**src/rtl/accum_seq.sv**
```systemverilog
// Eight-term SE/SEZ accumulator: one WIDTH-bit adder walks the latched WB1..WB6, WA1, WA2
// terms over eight cycles. SEZ and SE are the halved wrap-around sums.
module accum_seq #(
  parameter int WIDTH = 16
) (
  input  logic             clk,
  input  logic             reset_n,
  input  logic             start,
  input  logic [WIDTH-1:0] wb1,
  input  logic [WIDTH-1:0] wb2,
  input  logic [WIDTH-1:0] wb3,
  input  logic [WIDTH-1:0] wb4,
  input  logic [WIDTH-1:0] wb5,
  input  logic [WIDTH-1:0] wb6,
  input  logic [WIDTH-1:0] wa1,
  input  logic [WIDTH-1:0] wa2,
  output logic             busy,
  output logic             done,
  output logic [WIDTH-1:0] sez,
  output logic [WIDTH-1:0] se
);

  typedef enum logic [1:0] {
    S_IDLE = 2'd0,
    S_ACC  = 2'd1,
    S_DONE = 2'd2
  } state_t;

  localparam logic [2:0] IDX_SEZ  = 3'd5;
  localparam logic [2:0] IDX_LAST = 3'd7;

  state_t           state, state_nxt;
  logic [WIDTH-1:0] ops [8];
  logic [WIDTH-1:0] acc;
  logic [WIDTH-1:0] addend;
  logic [WIDTH-1:0] sum;
  logic [2:0]       idx;
  // Only the bits that survive the final halving are kept for SEZ.
  logic [WIDTH-2:0] sezi_hi;
  logic             accept;

  // START is only honoured outside ACC, so an in-flight run cannot be disturbed.
  assign accept = start && (state != S_ACC);

  // The single shared adder.
  assign addend = ops[idx];
  assign sum    = acc + addend;

  // NOTE: sequential state is assigned with <= so every register samples pre-edge values.
  always_ff @(posedge clk or negedge reset_n) begin
    if (!reset_n) state <= S_IDLE;
    else          state <= state_nxt;
  end

  // NOTE: a default at the top of every always_comb keeps all paths assigned and avoids latches.
  always_comb begin
    state_nxt = state;
    case (state)
      S_IDLE:  if (accept) state_nxt = S_ACC;
      S_ACC:   if (idx == IDX_LAST) state_nxt = S_DONE;
      S_DONE:  state_nxt = accept ? S_ACC : S_IDLE;
      default: state_nxt = S_IDLE;
    endcase
  end

  always_comb begin
    busy = (state == S_ACC);
    done = (state == S_DONE);
  end

  // NOTE: operand registers carry no reset; they are always reloaded before being summed.
  always_ff @(posedge clk) begin
    if (accept) ops <= '{wb1, wb2, wb3, wb4, wb5, wb6, wa1, wa2};
  end

  always_ff @(posedge clk or negedge reset_n) begin
    if (!reset_n) begin
      acc     <= '0;
      idx     <= '0;
      sezi_hi <= '0;
      sez     <= '0;
      se      <= '0;
    end else if (accept) begin
      acc <= '0;
      idx <= '0;
    end else if (state == S_ACC) begin
      acc <= sum;
      idx <= idx + 3'd1;
      if (idx == IDX_SEZ) sezi_hi <= sum[WIDTH-1:1];
      if (idx == IDX_LAST) begin
        sez <= {1'b0, sezi_hi};
        se  <= {1'b0, sum[WIDTH-1:1]};
      end
    end
  end

endmodule

```
**config.mk**
```make
export PLATFORM = sky130hd
export DESIGN_NAME = accum_seq
export DESIGN_NICKNAME = d
export VERILOG_FILES = /design/src/rtl/accum_seq.sv
export SDC_FILE = /design/constraint.sdc
export NUM_CORES = 1
export LEC_CHECK = 0
export ABC_AREA = 1
export BUFFER_PORTS_ARGS = -buffer_cell sky130_fd_sc_hd__buf_2
export CAP_MARGIN = 15
export CORE_MARGIN = 2
export CORE_UTILIZATION = 30
export DETAILED_ROUTE_END_ITERATION = 16
export GPL_TIMING_DRIVEN = 0
export PLACE_DENSITY = 0.49
export RECOVER_POWER = 100
export SLEW_MARGIN = 20
export SYNTH_ARGS = -nofsm -noshare
export SYNTH_HDL_FRONTEND = slang
export SYNTH_SLANG_ARGS = --single-unit
```
**constraint.sdc**
```tcl
create_clock -name clk -period 7.4 [get_ports clk]
set_input_delay 1.85 -clock clk [delete_from_list [all_inputs] [get_ports clk]]
set_output_delay 1.85 -clock clk [all_outputs]
set_load 0.02 [all_outputs]
```
Yosys cells after proc, flatten, opt, wreduce, memory -nomap -nowiden
Index checks and enable logic that the tools add are counted.
{"block": "classes", "mux": 11, "bitwise_logic": 2, "reduce_logical": 6, "eq_ne": 7, "n_lt_le_gt_ge": 1, "addsub": 2}
{"operator": "$mux 16", "n": 4}
{"operator": "$bmux 16 s3", "n": 1}
{"operator": "$add 16x16->16", "n": 1}
{"operator": "$eq 3x3->1 const B", "n": 2}
{"operator": "$mux 3", "n": 2}
{"operator": "$pmux 2 s3", "n": 1}
{"operator": "$reduce_and 3->1", "n": 2}
{"operator": "$ge 4x4->1 const B", "n": 1}
{"operator": "$mux 2", "n": 2}
{"operator": "$ne 2x1->1 const B", "n": 2}
{"operator": "$not 3->4", "n": 1}
{"operator": "$add 3x1->3 const B", "n": 1}
{"operator": "$eq 2x1->1 const B", "n": 1}
{"operator": "$eq 2x2->1 const B", "n": 1}
{"operator": "$logic_not 2->1", "n": 1}
{"operator": "$ne 2x2->1 const B", "n": 1}
{"operator": "$reduce_and 2->1", "n": 1}
{"operator": "$reduce_bool 2->1", "n": 1}
{"operator": "$logic_and 1x1->1", "n": 1}
{"operator": "$mux 1", "n": 1}
{"operator": "$not 1->1", "n": 1}
{"block": "word_totals", "register_bits": 194, "output_inout_bits": 34, "in_bits": 131, "elab_cells": 43}

Longest topological paths before layout
{"block": "logic_depth", "depth_word": 7, "ltp_mapped": 17, "depth_no_buf": 16}

Worst setup path before layout
No wires, ideal clock.
{"block": "synth_path", "path_type": "input -> register", "from": "input port start", "to": "register ops[0] (netlist bit) (enable)", "n_path_buf": 0, "arrival_ns": 7.178, "setup_ns": 0.617, "cell_stages": 2, "path_slack_ns": -0.395, "path_cell_list": "inv_1 -> nor2_1"}
{"block": "synth_via", "elab_chain_len": 1}
{"item": "start, declared", "line": "8", "text": "input logic start,"}
{"item": "$logic_and 1x1->1", "line": "43", "text": "assign accept = start && (state != S_ACC);"}
{"item": "via accept", "line": "40", "text": "logic accept;"}
{"item": "end signal, assigned", "line": "73", "text": "if (accept) ops <= '{wb1, wb2, wb3, wb4, wb5, wb6, wa1, wa2};"}
{"item": "end, declared", "line": "33", "text": "logic [WIDTH-1:0] ops [8];"}
The timed path passes the listed nets, and every way through them passes these cells.
A chain may end at the register's enable or synchronous reset.

Worst setup path after layout
{"block": "layout_path", "from": "input port start", "to": "register ops[107] (netlist bit) (enable)"}
The elaborated chain is that of the path after synthesis.

==> metrics <==
count of different cell masters after synthesis=32; HP Class=register to register; Post-synth top flop=edfxtp_1; setup_tns=0 ns; asr flop ratio synth=34.02%; DR iter-0 viols=463; CTS Buffer Depth=2; vias in the first global route=6,068; Die Span X=169.8 µm; antenna violations before repair=0; Hold Vio Cnt, Final=0; CP Max Fanout=28; post-route ant nets=0; starting density of the core=30.58%; Max Clk Rate=0.2114 GHz; TritonCTS clock tree=yes; Die Ht=169.8 µm; average cell area after synthesis=10.73 µm²; Total Wirelength=21,810 µm; CP Buf/Inv Count=5; mapped cell area=8243 µm²; setup bufs post-CTS=0; Area after DPL=9622 µm²; register area share after synthesis=66.67%; fin crit share=63.91%; TritonCTS Sinks=194; fin area=10,100 µm²; number of flops mapped to enable cells by yosys=128; CTS H-tree lvls=4; Via-to-Cell Ratio=4.630; Post-Route Skew=0.01636 ns; fraction of layout instances using a drive strength above 1=17.13%; RSZ-0062 raised after global routing=false; Tmin final=4.730 ns; Clk Latency, worst-skew pair=0.45 ns; wire per inst=16.65 µm; drt pass-1 iters=5; WS Path Type=primary input to register; GRT Util Overall=15.80%; Crit. End Element=register; Max Cap Viol=3; most frequent cells in the layout=nand2_1 (168), edfxtp_1 (128), nor2_1 (118), buf_2 (113), o21ai_0 (87); Cell Count, Final, Fillers Out=1,310; Crit path top cell by count=clkbuf_1; Synth warnings=0; Core Box Area=26,950 µm²; hold-fix buffer count after cts=0; WP data arrival=4.87 ns; Antenna Cells=0; Worst-Margin Slew=2.086 ns; Synth Instances=768; DP HPWL=16,100 µm; commonest non-fill, non-tap cell in the layout=nand2_1; outcome=finished with violations; Final setup viols=0; PostCTS Resize Cnt=0; critical path, cell by cell=clkbuf_1 -> inv_1 -> nor2_1 -> clkbuf_1 -> clkbuf_1 -> buf_12; area grow syn2layout=22.59%; Reg clk slew, reported paths=0.08 ns; Port Buf Inserts=162; GP Congestion=0.8194; Worst VDD drop=0.0001979 V; Rel. slew slack=-39.10%; via count=6,065; Final Net Count=1,106; P per Cell Area=488.0 nW/µm²; Crit-path slowest cell=clkbuf_1; Slew Limit Fails=95; DRC viols=0; I/O pins=165; WP data required=7.54 ns; crit-path leading delay family=buffers and inverters; failing checks=max-capacitance violations, max-slew violations; largest net degree at the start of global routing=41; grt ovf=0; Clock Root Buffer=clkbuf_16; first-pass GRT wire length=33,730 µm; post-synthesis register bit count=194; Die ar.=28,820 µm²; # placed instances=1,278; Critical Path Max Stage Delay=1.18 ns; clock buffers created by TritonCTS=17; CP Launch Type=primary input; Leak Pwr=4.239 nW; Rows=60
cells by family (layout without fill, tap and decap cells):
| kind of cell | Yosys count | in the layout | share of synthesized area, % |
|---|---|---|---|
| XOR/XNOR | 7 | 7 | 0.7438 |
| AO/OA/AOI/OAI | 140 | 140 | 9.138 |
| buffers and inverters | 75 | 275 | 4.098 |
| other | 1 | 2 | 0.04549 |
| flip-flops | 194 | 194 | 66.67 |
| AND/OR/NAND/NOR | 332 | 332 | 16.33 |
| adder cells (fa/ha/maj) | 19 | 19 | 2.975 |
power breakdown:
| part | internal (mW) | leakage (nW) | total [mW] | switching (mW) |
|---|---|---|---|---|
| logic | 0.745 | 1.93 | 2.30 | 1.56 |
| registers | 1.50 | 2.00 | 1.63 | 0.131 |
| clock network | 0.502 | 0.310 | 1.00 | 0.497 |
| total | 2.74 | 4.24 | 4.93 | 2.19 |
stage by stage:
stage | utilization, % | hold WS, ns | worst slack (ns) | power (mW)
after floorplan | - | 0.4422 | 1.735 | 3.259
after global placement | 35.20 | 0.4559 | 0.1713 | 3.983
after detailed placement | 35.70 | 0.4608 | 4.180 | 4.024
after CTS | 38.08 | 0.4821 | 3.939 | 5.030
after global routing | 37.49 | 0.5094 | 2.171 | 5.363
final | 37.49 | 0.4786 | 2.670 | 4.931
final cells by class:
cell class	count	area, µm²
sequential	194	5495
clock inverter	15	215.2
fill	2747	16850
buffer	36	188.9
timing repair buffer	168	798.3
inverter	39	146.4
clock buffer	17	425.4
multi-input combinational	500	2409
tap	341	426.7
state kept, by name, summed over array words and instances, names as in the netlist:
register  count
acc          16
idx           3
ops         128
se           15
sez          15
sezi_hi      15
state         2
synth_stat cells, drive strengths merged (13+ instances only):
library cell  count  area [µm²]
nor2            118       445.4
clkbuf           13       51.30
dfrtp            66        1652
buf              23       140.1
inv              39       146.4
nand2           171       651.9
o22ai            17       106.4
o21ai            91       455.4
a21oi            13       65.06
ha               18       225.2
nand3            36       200.2
a31oi            15       93.84
edfxtp          128        3844
worst min-delay path, cell delays in order, from the launching register on:
cell,delay [ns]
dfrtp_1,0.35
nand2_1,0.05
nand2_1,0.05
worst paths after layout:
kind                           from  endpoint  slack, ns  cells after the start
setup / recovery              start  ops[107]       2.67                      6
hold / removal               sez[2]    sez[2]       0.48                      2
hold reg to reg              sez[2]    sez[2]       0.48                      2
setup reg to reg           state[0]  ops[107]       3.32                      7
min in group asynchronous   reset_n     se[2]       1.81                      1
max in group asynchronous   reset_n    sez[3]       2.94                      2
per-layer routing:
metal / part of all wire (%) / track usage (%) / vias up
met3: 5.5 / 3.218 / 30
met4: 2.1 / 5.574 / 0
li1: - / - / 3007
met5: 0 / 0 / -
met2: 45 / 24.77 / 204
met1: 47 / 21.78 / 2824
No activity file was read; power rests on OpenSTA's default activity.
